## config.mk

```make
export PLATFORM = sky130hd
export DESIGN_NAME = systolic_seq_ctrl
export DESIGN_NICKNAME = d
export VERILOG_FILES = /design/src/rtl/systolic_seq_ctrl.sv
export SDC_FILE = /design/constraint.sdc
export NUM_CORES = 1
export LEC_CHECK = 0
export BUFFER_PORTS_ARGS = -buffer_cell sky130_fd_sc_hd__buf_2
export CORE_ASPECT_RATIO = 1.75
export CORE_MARGIN = 10
export CORE_UTILIZATION = 50
export DETAILED_ROUTE_END_ITERATION = 10
export PLACE_DENSITY = 0.77
export SETUP_SLACK_MARGIN = 0.1
export SLEW_MARGIN = 20
export SYNTH_ARGS = -nofsm -noshare
export SYNTH_HDL_FRONTEND = slang
export SYNTH_SLANG_ARGS = --single-unit
export TNS_END_PERCENT = 100
```

## constraint.sdc

```tcl
create_clock -name clk -period 3.1 [get_ports clk]
set_input_delay 0.62 -clock clk [delete_from_list [all_inputs] [get_ports clk]]
set_output_delay 0.62 -clock clk [all_outputs]
set_load 0.02 [all_outputs]
```

## src/rtl/systolic_seq_ctrl.sv

```systemverilog
`default_nettype none
// ============================================================================
// Module   : systolic_seq_ctrl
// Brief    : Operand buffers and skewed edge feeder for an NxN systolic array.
// Revision : 1.0 - initial release
// ============================================================================
module systolic_seq_ctrl #(
    parameter int N  = 4,
    parameter int DW = 16
) (
    input  logic                       clk,
    input  logic                       rst,
    input  logic                       start,
    input  logic                       ld_en,
    input  logic                       ld_sel,
    input  logic [2*$clog2(N)-1:0]     ld_addr,
    input  logic [DW-1:0]              ld_data,
    output logic                       arr_en,
    output logic                       arr_rst,
    output logic [N*DW-1:0]            a_west,
    output logic [N*DW-1:0]            b_north,
    output logic                       busy,
    output logic                       done
);

    localparam int c_IW   = $clog2(N);
    localparam int c_LAST = 3*N - 3;
    localparam int c_SW   = (c_LAST > 0) ? $clog2(c_LAST + 1) : 1;

    localparam logic [1:0] c_IDLE  = 2'd0;
    localparam logic [1:0] c_CLEAR = 2'd1;
    localparam logic [1:0] c_FEED  = 2'd2;
    localparam logic [1:0] c_DONE  = 2'd3;

    logic [1:0]      r_state;
    logic [c_SW-1:0] r_step;
    logic            r_arr_en;
    logic            r_arr_rst;
    logic            r_busy;
    logic            r_done;

    logic [DW-1:0]   r_a [N][N];
    logic [DW-1:0]   r_b [N][N];

    logic [c_IW-1:0] w_row;
    logic [c_IW-1:0] w_col;
    logic            w_ld_ok;
    logic [N*DW-1:0] w_a_west;
    logic [N*DW-1:0] w_b_north;

    assign w_row   = ld_addr[2*c_IW-1 -: c_IW];
    assign w_col   = ld_addr[c_IW-1:0];
    // Buffers stay frozen while the array is consuming them.
    assign w_ld_ok = ld_en && ((r_state == c_IDLE) || (r_state == c_DONE));

    always_ff @(posedge clk) begin
        if (rst) begin
            for (int i = 0; i < N; i++) begin
                for (int k = 0; k < N; k++) begin
                    r_a[i][k] <= '0;
                    r_b[i][k] <= '0;
                end
            end
        end else if (w_ld_ok) begin
            if (ld_sel) r_b[w_row][w_col] <= ld_data;
            else        r_a[w_row][w_col] <= ld_data;
        end
    end

    always_ff @(posedge clk) begin
        if (rst) begin
            r_state   <= c_IDLE;
            r_step    <= '0;
            r_arr_en  <= 1'b0;
            r_arr_rst <= 1'b0;
            r_busy    <= 1'b0;
            r_done    <= 1'b0;
        end else begin
            case (r_state)
                c_IDLE: begin
                    if (start) begin
                        r_state   <= c_CLEAR;
                        r_arr_rst <= 1'b1;
                        r_busy    <= 1'b1;
                    end
                end
                c_CLEAR: begin
                    r_state   <= c_FEED;
                    r_step    <= '0;
                    r_arr_rst <= 1'b0;
                    r_arr_en  <= 1'b1;
                end
                c_FEED: begin
                    if (r_step == c_SW'(c_LAST)) begin
                        r_state  <= c_DONE;
                        r_step   <= '0;
                        r_arr_en <= 1'b0;
                        r_busy   <= 1'b0;
                        r_done   <= 1'b1;
                    end else begin
                        r_step <= r_step + 1'b1;
                    end
                end
                c_DONE: begin
                    r_state <= c_IDLE;
                    r_done  <= 1'b0;
                end
                default: r_state <= c_IDLE;
            endcase
        end
    end

    // Row i sees A[i][k] at step i+k; column j sees B[k][j] at step k+j.
    always_comb begin
        w_a_west  = '0;
        w_b_north = '0;
        if (r_state == c_FEED) begin
            for (int i = 0; i < N; i++) begin
                for (int k = 0; k < N; k++) begin
                    if (r_step == c_SW'(i + k)) begin
                        w_a_west[i*DW +: DW]  = r_a[i][k];
                        w_b_north[i*DW +: DW] = r_b[k][i];
                    end
                end
            end
        end
    end

    assign arr_en  = r_arr_en;
    assign arr_rst = r_arr_rst;
    assign busy    = r_busy;
    assign done    = r_done;
    assign a_west  = w_a_west;
    assign b_north = w_b_north;

endmodule
`default_nettype wire

```

# Yosys cells after proc, flatten, opt, wreduce, memory -nomap -nowiden

Memory sizes are Yosys's and may differ from the RTL's.
Index checks and enable logic that the tools add are counted.

Memories kept: 2
Bits in writable memories: 512
Output and inout port bits: 132
Word-level logic and storage cells: 104
Bits of input ports: 25
Flip-flop bits (word level): 10

Memories:

| memory | depth | width | read ports | clocked after Yosys merged registers in | wr ports | line | text |
|---|---|---|---|---|---|---|---|
| r_a    | 4     | 64    | 4          | 0                                       | 4        | 42   | `logic [DW-1:0] r_a [N][N];` |
| r_b    | 4     | 64    | 4          | 0                                       | 4        | 43   | `logic [DW-1:0] r_b [N][N];` |

Mux-type cells: 64
Bitwise gates (word level): 1
$add $sub $neg: 1
Reduce and logical (&&, ||, !) cells: 16
$lt $le $gt $ge: 2
Equality and inequality tests: 12

Operators with widths:

| operator                                                   | count |
|---|---|
| two-way mux 16 bit                                         | 33 |
| two-way mux 64 bit                                         | 8 |
| OR reduction 64 bit                                        | 2 |
| demux 16 bit (select 2 bit)                                | 1 |
| == test 4 x 3 -> 1 bit, second input constant              | 3 |
| two-way mux 1 bit                                          | 11 |
| == test 4 x 2 -> 1 bit, second input constant              | 2 |
| two-way mux 2 bit                                          | 4 |
| one-hot mux 1 bit (2 select lines)                         | 4 |
| one-hot mux 2 bit (4 select lines)                         | 1 |
| one-hot mux 4 bit (2 select lines)                         | 1 |
| AND reduction 2 bit                                        | 4 |
| nonzero test 2 bit                                         | 4 |
| adder 4 x 1 -> 4 bit, second input constant                | 1 |
| == test 2 bit, second input constant                       | 2 |
| == test 4 x 1 -> 1 bit, second input constant              | 1 |
| == test 4 bit, second input constant                       | 1 |
| logical NOT 4 bit                                          | 1 |
| two-way mux 4 bit                                          | 1 |
| != test 2 bit, second input constant                       | 2 |
| >= comparator 3 bit, second input constant                 | 1 |
| less-than comparator 3 x 1 -> 1 bit, second input constant | 1 |
| inverter 2 -> 3 bit                                        | 1 |
| AND reduction 3 bit                                        | 1 |
| 4 further kinds                                            | 5 |

# Depth between registers and ports, before layout

Gate-level depths: netlist of the first run.

Depth after elaboration: 8
Depth in mapped cells: 8
Gate-level depth less buffers: 5

# Worst setup path after synthesis of the first run

OpenSTA, ideal clock, no wires.

Kind: reg-to-reg
From: reg r_state[0]
To: mem r_a[0][0] (netlist bit) (enable)
Setup time: 414 ps
Clock period less this slack: 3132 ps
Stages on the path, launching flop included: 8
Data required time: 2686 ps
Buffers on the path: 2
Setup slack: -32 ps
Arrival: 2718 ps
Cell sequence: dfxtp_1 inv_1 ha_1 buf_2 nor3b_1 nand2_1 clkbuf_1 o31ai_1

RTL lines:

| what                     | line | text |
|---|---|---|
| start: declaration       | 35   | `logic [1:0] r_state;` |
| start signal: assignment | 72   | `r_state <= c_IDLE;` |
| start signal: assignment | 82   | `r_state <= c_CLEAR;` |
| start signal: assignment | 95   | `r_state <= c_DONE;` |
| end: declaration         | 42   |  |

# Final worst setup path of the first run

From: reg r_step[0]
To: out b_north[19]

Cells in the longest elaborated chain, start to end: 6
Elaborated cells between the ends (all ways): 9
Those cells by class: 4 x eq/ne; 5 x mux

RTL lines:

| what                             | line | text |
|---|---|---|
| start: declaration               | 36   | `logic [c_SW-1:0] r_step;` |
| start signal: assignment         | 101  | `r_step <= r_step + 1'b1;` |
| == test 4 x 1 -> 1 bit           | 120  | `if (r_step == c_SW'(i + k)) begin` |
| two-way mux 16 bit (3 in series) | 120  |  |
| two-way mux 16 bit *             | 120  |  |
| two-way mux 64 bit *             | 117  | `if (r_state == c_FEED) begin` |
| end: declaration                 | 21   | `output logic [N*DW-1:0] b_north,` |

Mark *: on every way between the ends. The rest lies on a longest branch, timed or not.

==> flow_summary.toml, run 1 <==
[clock_network]
cts_sinks = 522
insertion_delay_ns = 0.61
cts_hold_buf = 0
cts_inserted_buffers = 45
clk_path_buf_depth = 3
cts_tree = "done"
clockRootBuffer = "clkbuf_16"
clk_pin_slew_ns = 0.07
htree_num_levels = 2

[logic_synthesis]
synth_edf_count = 512
syn-cell-area_um2 = 23750
synth.distinct_cells = 43
synthCells = 1985
ys_warn_count = 0
synth.top_cell.area_share_pct = 64.73
syn_area_per_cell_um2 = 11.97
ys_ff_latch = 522
seq_area_frac_synth_pct = 65.57
synth_top_cells_by_area = "edfxtp_1 65%, nor2_1 8.7%, and3b_1 2.7%"
synth-async-reset-ratio_pct = 0
synth_ff_type = "edfxtp_1"
yosys.area.top_type = "edfxtp_1"
syn_nets = 2015

[power]
p_per_area_nw_per_um2 = 558.0
total_power_w = 0.01571
leakagePower_nw = 9.508
vdd_drop_max_mv = 0.4622

[floorplanning]
die-area_um2 = 56960
dieWidth_um = 184.8
rows = 105
coreArea_um2 = 46900
pin_count = 157
dieHeight_um = 308.3
initial_core_util_pct = 50.64

[cells_and_area]
final_nets = 2175
layout_commonest_cell = "nor2_1"
drive_above_1_share_pct = 23.77
fill_cells = 3447
final_cell_mix = "548 x nor2_1, 512 x edfxtp_1, 131 x buf_4"
fin_area_um2 = 28150
synthToLayoutAreaGrowth_pct = 18.51

[critical_path]
critPathMaxFanout = 31
endpoint_kind = "output port"
crit_required_ns = 2.48
worstPathArrival_ns = 2.46
r2r-end = "r_a[1][21]"
worstSetupPathType = "reg -> out"
reg2regPathDepth = 6
start_kind = "flip-flop"
r2r-start = "r_state[1]"
rrSetupSlack_ns = 0.24

[outcome]
outcome = "complete, no violations"

[sta]
setup_viol = 0
period_share_pct = 99.35
max_slew_margin_pct = 37.74
fin_tns_setup_ns = 0
setup_slack_ns = 0.02012
skew_ns = 0.03189
max_freq_mhz = 324.7
final-hold-violation-count = 0
slew_violations = 0
rsz0062_at_grt = "true"
period_minus_slack_ns = 3.080
tightest_slew_ns = 0.9317

[route]
drc = 0
post_drt_via_cell_ratio = 6.524
dr.pass1.iters = 10
ant_nets = 0
wl_per_cell_um = 28.68
vias = 18080
routed_wl_um = 79480
drtIter0Drc = 3145

[global_routing]
grt_pass1_vias = 17820
grt_usage_pct = 26.62
grt_max_degree = 65
grt_pass1_wl_um = 112100
antenna_found_initial = 6
gr-total-overflow = 0

[placement]
port_buffers = 156
dp_slack_ns = 0.1542
gp_congestion = 0.9540
placed_area_um2 = 25360
hpwl_um = 49770

[worst_hold_path]
min_from = "start"
min_path_cells = 3
hold-path-endpoint = "arr_rst"
hold_path_class = "in -> reg"

[flow_run]
maxCapViolCount = 0
## logic make-up (layout without fill, tap and decap cells)
logic type                 after synthesis  count (layout)  synth area share [%]
and+or+nand+nor                        854             854                 17.40
other                                    0               4                     0
muxes                                   57              57                 2.692
DFF                                    522             522                 65.57
AOI/OAI and AO/OA                      357             357                 10.51
adders and majority gates                5               5                0.2634
buffers and inverters                  190             384                 3.556
## worst max-delay path: stages (launching register included)
cell	delay, ns
dfxtp_4	0.40
buf_8	0.16
buf_12	0.15
nor4b_4	0.28
buf_4	0.17
nor2_2	0.04
buf_12	0.16
a21oi_2	0.26
buf_2	0.21
## sequential cells by signal (all words and copies together) (netlist names)
signal,cells
arr_en,1
arr_rst,1
busy,1
done,1
r_a,256
r_b,256
r_state,2
r_step,4
## cell usage after synthesis, drive strengths merged (10+ instances only)
library cell	count
nand4b	32
nand4bb	36
nor2	550
edfxtp	512
o31ai	10
buf	71
o221ai	32
a21o	34
clkbuf	112
a222oi	32
o21ai	109
mux2	55
a22oi	32
dfxtp	10
a21oi	70
and3b	73
nand2	133
a31oi	34
## through the flow
| step | std cells | hold WS [ns] | utilization, % |
|---|---|---|---|
| finish | 2771 | 0.3569 | 60.02 |
| floorplan | 1985 | 0.4709 | - |
| global route | 2771 | 0.3753 | 60.02 |
| detailed placement | 2639 | 0.5077 | 54.06 |
| CTS | 2738 | 0.3435 | 58.43 |
| global placement | 2639 | 0.4609 | 54.06 |
## final cells by class
| cell class | count | area, µm² | share of cell area (%) |
|---|---|---|---|
| multi-input cells | 1273 | 7871 | 27.96 |
| flip-flops and latches | 522 | 15590 | 55.39 |
| diodes | 4 | 10.01 | 0.03556 |
| repair buffers | 296 | 2480 | 8.810 |
| clock buffers | 55 | 1184 | 4.205 |
| clock inverters | 26 | 249.0 | 0.8846 |
| well taps | 588 | 735.7 | 2.614 |
| inverters | 7 | 28.78 | 0.1022 |
## power by group
part | leakage, nW | switching, W | internal [W]
Sequential | 5.37 | 0.000118 | 0.00803
Combinational | 3.44 | 0.00131 | 0.000610
Clock | 0.699 | 0.00258 | 0.00307
## layer usage
metal	track usage [%]	vias up	part of all wire, %
li1	-	7577	-
met1	29.93	8721	31
met2	42.55	1440	48
met3	7.006	337	12
met4	20.18	4	8.6
met5	0	-	0.035
## worst max path at each step
stage	start	to
after global placement	r_step[1]	b_north[9]
after floorplan	r_state[0]	r_a[1][0]
after CTS	r_step[0]	b_north[9]
after detailed placement	r_step[1]	b_north[9]
final	r_step[0]	b_north[19]
after global routing	r_step[0]	b_north[10]
## what timing repair did
action | CTS | global route
setup endpoints to repair | 124 | 99
hold endpoints to repair | 0 | 0
cloned | 3 | 8
pin swaps | 14 | 25
setup buffers | 15 | 21
gates resized for setup | 92 | 98
(Power assumes the default switching activity.)
==> run 2, diff against run 1 <==
- ABC_AREA: not set -> 1
- PLACE_DENSITY: 0.77 -> 0.78
==> run 2 against run 1 <==
Sequential share of layout area grew 3.3 points; first-iteration DRC count shrank 48%; cell count up 13%; critical path type unchanged; largest power group unchanged.
==> flow_summary.toml, run 2 <==
[sta]
final-hold-violation-count = 0
period_minus_slack_ns = 2.917
tightest_slew_ns = 0.7759
slew_violations = 0
fin_tns_setup_ns = 0
setup_viol = 0
rsz0062_at_grt = "true"
skew_ns = 0.01447
period_share_pct = 94.08
max_slew_margin_pct = 48.15
max_freq_mhz = 342.9

[logic_synthesis]
ys_ff_latch = 522
synth_ff_type = "edfxtp_1"
yosysMostFrequentCell = "nor2_1"
syn-cell-area_um2 = 23160
synth_edf_count = 512
syn_area_per_cell_um2 = 9.741
synth_top_cells_by_area = "edfxtp_1 66%, nor2_1 12%, nand2_1 8.3%"
synth.top_cell.area_share_pct = 66.37
synth.distinct_cells = 19
seq_area_frac_synth_pct = 67.24
ys_warn_count = 0
synthCells = 2378
synth-async-reset-ratio_pct = 0
syn_nets = 2408
synth_common_cells = "721 x nor2_1, 512 x edfxtp_1, 512 x nand2_1"
yosys.area.top_type = "edfxtp_1"

[global_routing]
antenna_found_initial = 5
grt_max_degree = 73
grt_pass1_wl_um = 95920
grt_usage_pct = 22.02
gr-total-overflow = 0
grt_pass1_vias = 17310

[critical_path]
cpMostUsedCell = "nand2_1"
crit_required_ns = 2.48
critPathBufInv = 3
cp_cell_sequence = "inv_1 > nand2_1 > nor2_4 > clkbuf_16 > nand2_1 > nand2_1 > nor2_1 > nor2_1 > buf_2"
r2r-start = "r_state[1]"
slowest_delay_ns = 0.37
worstPathArrival_ns = 2.30
cp_slowest_cell = "dfxtp_1"
rrSetupSlack_ns = 0.26
critPathMaxFanout = 48
worstSetupPathType = "reg -> out"
r2r-end = "r_b[3][28]"
endpoint_kind = "output port"
start_kind = "flip-flop"
critical-path-top-delay-family = "simple AND/OR/NAND/NOR gates"
reg2regPathDepth = 9

[cells_and_area]
fill_cells = 3717
final_cells = 3134
drive_above_1_share_pct = 14.59
seq_area_um2 = 15580
multiInputGateArea_um2 = 6556
layout_commonest_cell = "nor2_1"
synthToLayoutAreaGrowth_pct = 14.58
final_cell_mix = "715 x nor2_1, 512 x edfxtp_1, 511 x nand2_1"
final_nets = 2546
largestRegisters = "r_a: 256 flops, r_b: 256 flops, r_step: 4 flops"

[flow_run]
maxCapViolCount = 0

[placement]
gp_congestion = 0.9178
hpwl_um = 39190
place_inst = 3037
port_buffers = 156

[clock_network]
cts_hold_buf = 0
clk_pin_slew_ns = 0.07
clk_path_buf_depth = 3
clockRootBuffer = "clkbuf_16"
cts_inserted_buffers = 44
htree_num_levels = 2
cts_tree = "done"
cts_sinks = 522
insertion_delay_ns = 0.56

[floorplanning]
dieHeight_um = 304.7
initial_core_util_pct = 50.43
coreArea_um2 = 45930
pin_count = 157
die-area_um2 = 55680
dieWidth_um = 182.7
rows = 104

[power]
p_per_area_nw_per_um2 = 589.3
leakagePower_nw = 11.57
vdd_drop_max_mv = 0.4644

[route]
post_drt_via_cell_ratio = 5.633
drc = 0
wl_per_cell_um = 21.09
routed_wl_um = 66080
drtIter0Drc = 1636
dr.pass1.iters = 6
ant_nets = 0
vias = 17650

[worst_hold_path]
hold-path-endpoint = "r_step[0]"
min_from = "rst"
hold_path_class = "in -> reg"
min_path_cells = 2

[outcome]
outcome = "complete, no violations"
## run 2: per-layer routing
| layer | wire (µm) | track usage, % | up-vias |
|---|---|---|---|
| met5 | 47 | 0 | - |
| met4 | 3011 | 9.869 | 8 |
| met3 | 5373 | 3.702 | 171 |
| met2 | 35150 | 40.37 | 861 |
| met1 | 22500 | 24.15 | 8564 |
| li1 | - | - | 8050 |
## run 2: area by class of cell
class / instances / share of cell area, %
inverter: 105 / 1.490
tap: 583 / 2.748
timing repair buffer: 264 / 7.288
antenna: 1 / 0.009428
clock buffer: 56 / 4.436
clock inverter: 24 / 0.6317
multi-input combinational: 1579 / 24.70
sequential: 522 / 58.70
## run 2: cell families after synthesis
| family | count (synthesis) | synth area share (%) |
|---|---|---|
| AO/OA/AOI/OAI | 202 | 4.365 |
| adder cells (fa/ha/maj) | 5 | 0.2701 |
| AND/OR/NAND/NOR | 1372 | 23.38 |
| flip-flops | 522 | 67.24 |
| buffers and inverters | 277 | 4.748 |
## run 2: worst register-to-register path: stages, from the launching register on
cell,delay (ns)
dfxtp_1,0.44
inv_1,0.12
ha_1,0.34
inv_1,0.15
nand3_2,0.16
nor2_1,0.31
buf_4,0.24
nand3_1,0.13
nand2_1,0.38
buf_4,0.27
## run 2: timing repair
item | CTS | global route
gates cloned | 2 | 8
pin swaps | 1 | 3
resized for setup | 12 | 22
endpoints found under the setup margin | 104 | 120
buffers inserted | 2 | 4
## run 2: worst max path at each step
stage	from	to	cells past startpoint
2_1_floorplan	r_state[0]	r_b[1][32]	9
3_3_place_gp	r_step[2]	b_north[51]	10
3_5_place_dp	r_state[1]	r_b[3][25]	9
4_1_cts	r_step[0]	a_west[7]	7
5_1_grt	r_step[3]	a_west[42]	9
6_report	r_step[3]	a_west[45]	9
## run 2: metrics by stage
stage / power, W / util, % / hold slack (ns) / instance area [µm²] / setup WS (ns)
after floorplan: 0.009563 / - / 0.4794 / 23160 / 0.6125
final: 0.01564 / 57.78 / 0.3479 / 26540 / 0.1834
after global placement: 0.01024 / 53.91 / 0.4583 / 24760 / 0.4382
after global routing: 0.01616 / 57.78 / 0.3360 / 26540 / 0.07591
after detailed placement: 0.01031 / 53.91 / 0.4593 / 24760 / 0.3578
after CTS: 0.01551 / 57.13 / 0.3226 / 26240 / 0.08075
## run 2: report_power, final
group,internal [W],switching [W]
Clock,0.00286,0.00244
Sequential,0.00803,0.000105
Combinational,0.000619,0.00159
